`src/rtl/pc_gen_ras.sv`:
```
// pc_gen_ras: program-counter generator for the MIPS fetch stage.
//   Replaces the plain PC register with stall, branch/jump redirect,
//   trap entry/return with a saved EPC, and a circular return-address stack.
// Ports:
//   clk, rst          rising-edge clock, synchronous active-high reset
//   stall             hold PC, RAS and mode (overridden by trap)
//   trap, eret        exception entry / return from exception
//   br_taken/target   conditional branch redirect
//   jump, call, ret   jump (call pushes return address), return pops RAS
//   jump_target       jump destination, also fallback target for ret on empty RAS
//   pc, pc_plus       current PC and pc + INC
//   epc, in_trap      saved exception PC, trap-handler mode
//   ras_count         valid RAS entries
//   ras_ovf           sticky: push while full
//   ras_unf           one-cycle pulse: ret with empty RAS
//   dbl_fault         one-cycle pulse: trap while already in trap mode
module pc_gen_ras #(
  parameter int unsigned    XLEN      = 32,
  parameter logic [XLEN-1:0] RESET_VEC = 32'h0,
  parameter logic [XLEN-1:0] TRAP_VEC  = 32'h80,
  parameter int unsigned    INC       = 4,
  parameter int unsigned    RAS_DEPTH = 4
) (
  input  logic                         clk,
  input  logic                         rst,
  input  logic                         stall,
  input  logic                         trap,
  input  logic                         eret,
  input  logic                         br_taken,
  input  logic [XLEN-1:0]              br_target,
  input  logic                         jump,
  input  logic                         call,
  input  logic                         ret,
  input  logic [XLEN-1:0]              jump_target,
  output logic [XLEN-1:0]              pc,
  output logic [XLEN-1:0]              pc_plus,
  output logic [XLEN-1:0]              epc,
  output logic                         in_trap,
  output logic [$clog2(RAS_DEPTH):0]   ras_count,
  output logic                         ras_ovf,
  output logic                         ras_unf,
  output logic                         dbl_fault
);

  localparam int unsigned PTR_W = $clog2(RAS_DEPTH);
  localparam int unsigned CNT_W = PTR_W + 1;

  typedef enum logic {NORMAL, TRAP} mode_e;

  mode_e            mode_q, mode_d;
  logic [XLEN-1:0]  pc_q, pc_d;
  logic [XLEN-1:0]  epc_q, epc_d;
  logic [PTR_W-1:0] ptr_q, ptr_d;
  logic [CNT_W-1:0] cnt_q, cnt_d;
  logic             ovf_q, ovf_d;
  logic             unf_q, unf_d;
  logic             dbl_q, dbl_d;
  logic [XLEN-1:0]  ras_q [RAS_DEPTH];
  logic             push;
  logic [PTR_W-1:0] top_idx;
  logic [XLEN-1:0]  pc_inc;

  assign pc_inc  = pc_q + XLEN'(INC);
  assign top_idx = ptr_q - 1'b1;

  always_comb begin
    mode_d = mode_q;
    pc_d   = pc_inc;
    epc_d  = epc_q;
    ptr_d  = ptr_q;
    cnt_d  = cnt_q;
    ovf_d  = ovf_q;
    unf_d  = 1'b0;
    dbl_d  = 1'b0;
    push   = 1'b0;

    if (trap) begin
      pc_d   = TRAP_VEC;
      mode_d = TRAP;
      if (mode_q == TRAP) dbl_d = 1'b1;
      else                epc_d = pc_q;
    end else if (stall) begin
      pc_d = pc_q;
    end else if (eret && mode_q == TRAP) begin
      pc_d   = epc_q;
      mode_d = NORMAL;
    end else if (br_taken) begin
      pc_d = br_target;
    end else if (ret) begin
      if (cnt_q != '0) begin
        pc_d  = ras_q[top_idx];
        ptr_d = top_idx;
        cnt_d = cnt_q - 1'b1;
      end else begin
        pc_d  = jump_target;
        unf_d = 1'b1;
      end
    end else if (jump) begin
      pc_d = jump_target;
      if (call) begin
        // Writing at ptr when full lands on the oldest entry, so the
        // circular overwrite falls out of the normal push path.
        push  = 1'b1;
        ptr_d = ptr_q + 1'b1;
        if (cnt_q == CNT_W'(RAS_DEPTH)) ovf_d = 1'b1;
        else                            cnt_d = cnt_q + 1'b1;
      end
    end
  end

  always_ff @(posedge clk) begin
    if (rst) begin
      mode_q <= NORMAL;
      pc_q   <= RESET_VEC;
      epc_q  <= '0;
      ptr_q  <= '0;
      cnt_q  <= '0;
      ovf_q  <= 1'b0;
      unf_q  <= 1'b0;
      dbl_q  <= 1'b0;
    end else begin
      mode_q <= mode_d;
      pc_q   <= pc_d;
      epc_q  <= epc_d;
      ptr_q  <= ptr_d;
      cnt_q  <= cnt_d;
      ovf_q  <= ovf_d;
      unf_q  <= unf_d;
      dbl_q  <= dbl_d;
    end
  end

  // Entry contents need no reset; validity is tracked by cnt_q alone.
  always_ff @(posedge clk) begin
    if (!rst && push) ras_q[ptr_q] <= pc_inc;
  end

  assign pc        = pc_q;
  assign pc_plus   = pc_inc;
  assign epc       = epc_q;
  assign in_trap   = (mode_q == TRAP);
  assign ras_count = cnt_q;
  assign ras_ovf   = ovf_q;
  assign ras_unf   = unf_q;
  assign dbl_fault = dbl_q;

endmodule

```
`config.mk`:
```
export PLATFORM = sky130hd
export DESIGN_NAME = pc_gen_ras
export DESIGN_NICKNAME = d
export VERILOG_FILES = /design/src/rtl/pc_gen_ras.sv
export SDC_FILE = /design/constraint.sdc
export NUM_CORES = 1
export LEC_CHECK = 0
export CAP_MARGIN = 40
export CORE_UTILIZATION = 30
export DETAILED_ROUTE_END_ITERATION = 8
export PLACE_DENSITY_LB_ADDON = 0.25
export SYNTH_ARGS = -nofsm -noshare
export SYNTH_HDL_FRONTEND = slang
export SYNTH_SLANG_ARGS = --single-unit
```
`constraint.sdc`:
```
create_clock -name clk -period 4.4 [get_ports clk]
set_clock_uncertainty 0.2 [all_clocks]
set_input_delay 1.1 -clock clk [delete_from_list [all_inputs] [get_ports clk]]
set_output_delay 1.1 -clock clk [all_outputs]
set_load 0.05 [all_outputs]
```
==> flow_summary.ini <==
[drt]
postRouteAntennaNets = 0
first_pass_iters = 8
vias = 7923
wl_um = 35100
viasPerCell = 5.54
drc = 20
wl_per_cell_um = 24.5
drtIter0Drc = 789

[yosys]
synth.cell_area_um2 = 9420
ys_warn_count = 0
synth_nets = 923
synth_edf_count = 128
synth_cells = 844
synth_cell_types = 64
ys_seq_area_share_pct = 56.3
syn_avg_cell_area_um2 = 11.2
yosys_register_bits = 201
synth-async-reset-ratio_pct = 0
synth_ff_type = edfxtp_1

[clock_network]
h-tree-depth = 1
postCtsSetupBuffers = 0
cts_tree = yes
clock-root-buffer = clkbuf_16
ctsHoldBuffers = 0
clk_path_buf_depth = 3
clk_pin_slew_ns = 0.06
clock_latency_ns = 0.52
cts_sinks = 201
postCtsResizedCells = 3
numCtsBuffers = 25

[setup_path]
crit_arrival_ns = 2.94
cp_slowest_cell = or4_4
critPathKind = flip-flop to output pin
rr_worst_depth = 6
critPathMaxFanout = 8
critPathCaptureType = output pin
ff2ff_setup_slack_ns = 1.40
rr_endpoint = pc[4]$_SDFFE_PP0N_
crit_chain = ha_1 > nand3_1 > or4_4 > o31a_1 > or2_2 > buf_4
r2r_start = ptr_q[0]$_SDFFE_PP0P_
cp_slowest_stage_delay_ns = 0.65
startpoint_type = flip-flop
crit_required_ns = 3.10

[final_layout]
stdcell_area_um2 = 12700
antenna_cells = 0
register_area_um2 = 5310
final_nets = 1096
fill_cells = 2965
area_growth_pct = 34.9
drive_gt1_share_pct = 15.3
multi_input_area_um2 = 3820

[power_and_ir_drop]
p_leak_uw = 0.00422
power.density_nw_per_um2 = 367
ir_worst_vdd_mv = 0.252

[hold_path]
hold_class = flip-flop to flip-flop
hold_depth = 2
hold_end = epc[21]$_SDFFE_PP0P_
hold_start = epc[21]$_SDFFE_PP0P_

[grt]
overflow = 0
grt_pass1_wl_um = 50700
grtUsageTotal_pct = 21.7
antenna_found_initial = 0
grt_max_degree = 48
grt_pass1_vias = 7520

[placement]
place_area_um2 = 11800
io_buffers = 175
dp_hpwl_um = 24000
gp_congestion = 0.813

[timing]
setup_viol = 0
hold_violations = 0
tns_ns = 0
fin_crit_ns = 4.24
finalCritPeriodShare_pct = 96.4
fmax_mhz = 236
drv_slew = 0
rsz0062_at_grt = no
slew_headroom_pct = 37.7
worst_pin_slew_ns = 0.931

[floorplan]
core_um2 = 30700
die_area_um2 = 32100
pin_count = 176
start_util_pct = 30.6
die_x_um = 179
die_h_um = 179
rows = 64

[run]
maxCapViolations = 0

[run_status]
violations = design-rule violations
outcome = finished with violations
## area by class of cell
| type | count | area share (%) |
|---|---|---|
| inverter | 15 | 0.443 |
| sequential | 201 | 41.8 |
| tap | 396 | 3.90 |
| clock inverter | 13 | 1.22 |
| timing repair buffer | 218 | 17.3 |
| multi-input combinational | 556 | 30.1 |
| clock buffer | 32 | 5.21 |
## state kept, by name (all words and copies together) (netlist names), named ones only
signal	count
ras_q	128
epc	32
pc	30
ras_count	3
ptr_q	2
dbl_fault	1
in_trap	1
ras_ovf	1
ras_unf	1
## cell families (layout without fill, tap and decap cells)
logic type | Yosys count | after routing | synth area share [%]
compound gates | 196 | 196 | 13.5
buf+inv | 87 | 278 | 3.71
flops | 201 | 201 | 56.3
simple gates | 289 | 289 | 14.8
fa+ha+maj | 6 | 6 | 0.877
xor+xnor | 29 | 29 | 2.70
mux | 36 | 36 | 8.09
## synth_stat cells, types with 3 or more instances
master | number | area share [%]
edfxtp_1 | 128 | 41
or2_2 | 8 | 0.53
a22oi_1 | 5 | 0.40
buf_1 | 3 | 0.12
a2111oi_0 | 4 | 0.37
and4_1 | 4 | 0.37
o22ai_1 | 5 | 0.33
nand2b_1 | 8 | 0.53
o31a_1 | 7 | 0.65
buf_2 | 11 | 0.58
nor4_1 | 7 | 0.47
o211ai_1 | 5 | 0.40
nand3_1 | 31 | 1.6
inv_1 | 15 | 0.60
xnor2_1 | 20 | 1.9
and2_1 | 9 | 0.60
nand4_1 | 7 | 0.47
nor2_1 | 36 | 1.4
a31oi_1 | 15 | 1.0
a21oi_1 | 70 | 3.7
mux4_2 | 32 | 7.7
a211oi_1 | 11 | 0.88
dfxtp_1 | 73 | 16
a221o_1 | 5 | 0.53
o311a_1 | 3 | 0.32
ha_1 | 5 | 0.66
nor3_1 | 30 | 1.6
nor2b_1 | 3 | 0.20
mux2i_1 | 3 | 0.32
xor2_1 | 9 | 0.84
o31ai_1 | 7 | 0.56
o21ai_0 | 32 | 1.7
a221oi_1 | 4 | 0.37
and3_1 | 16 | 1.1
clkbuf_1 | 55 | 2.2
a311oi_1 | 5 | 0.47
nand2_1 | 117 | 4.7
## cell usage in the layout (no fill, tap or decap), drive strengths merged, types with 5 or more instances in the layout
cell type / instances
clkdlybuf4s50: 154
edfxtp: 128
nand2: 117
dfxtp: 73
a21oi: 70
buf: 62
nor2: 36
o21ai: 32
mux4: 32
nand3: 32
clkbuf: 32
nor3: 30
xnor2: 20
and3: 16
inv: 16
a31oi: 15
a211oi: 11
and2: 9
xor2: 9
nand4: 9
or2: 8
nand2b: 8
clkinv: 8
nor4: 7
o31a: 7
o31ai: 7
o211ai: 5
o22ai: 5
a311oi: 5
a22oi: 5
a221o: 5
ha: 5
a2111oi: 5
## power by group
group	switching (uW)	total [uW]	internal, uW	leakage [uW]
registers	37.8	2060	2020	0.00178
logic	343	548	205	0.00204
clock network	812	2050	1240	0.000397
total	1190	4660	3460	0.00422
## stage by stage
step / setup slack (ns) / hold slack, ns / utilization (%) / cells / total power, uW
2_1_floorplan: 0.142 / 0.310 / - / 844 / 2380
5_1_grt: 0.00759 / 0.285 / 41.3 / 1431 / 4780
6_report: 0.159 / 0.272 / 41.3 / 1431 / 4660
3_3_place_gp: 0.524 / 0.259 / 38.4 / 1385 / 2630
3_5_place_dp: 0.441 / 0.264 / 38.5 / 1386 / 2640
4_1_cts: 0.0450 / 0.274 / 41.2 / 1431 / 4680
## critical path, delay by kind of cell, from the launching register on
family,cells,cell delay [ns]
AO/OA/AOI/OAI,1,0.34
adder cells (fa/ha/maj),1,0.25
buffers and inverters,1,0.20
flip-flops,1,0.43
AND/OR/NAND/NOR,3,1.19
## per-layer routing
metal | up-vias | wire [um] | global-route usage (%) | share of wire [%]
li1 | 3520 | - | - | -
met1 | 3964 | 15400 | 31.2 | 44
met2 | 385 | 15800 | 33.9 | 45
met3 | 54 | 3050 | 3.44 | 8.7
met4 | 0 | 839 | 5.74 | 2.4
met5 | - | 0 | 0 | 0
## worst max path at each step
| stage | from | endpoint | slack [ns] | depth (start not counted) |
|---|---|---|---|---|
| after floorplan | pc[6]$_SDFFE_PP0N_ | pc_plus[25] | 0.14 | 6 |
| after global placement | pc[2]$_SDFFE_PP0N_ | pc_plus[28] | 0.52 | 6 |
| after detailed placement | pc[2]$_SDFFE_PP0N_ | pc_plus[28] | 0.44 | 6 |
| after CTS | pc[2]$_SDFFE_PP0N_ | pc_plus[28] | 0.05 | 6 |
| after global routing | pc[7]$_SDFFE_PP0P_ | pc_plus[19] | 0.008 | 5 |
| final | pc[3]$_SDFFE_PP0N_ | pc_plus[30] | 0.16 | 6 |
(Power assumes the default switching activity.)
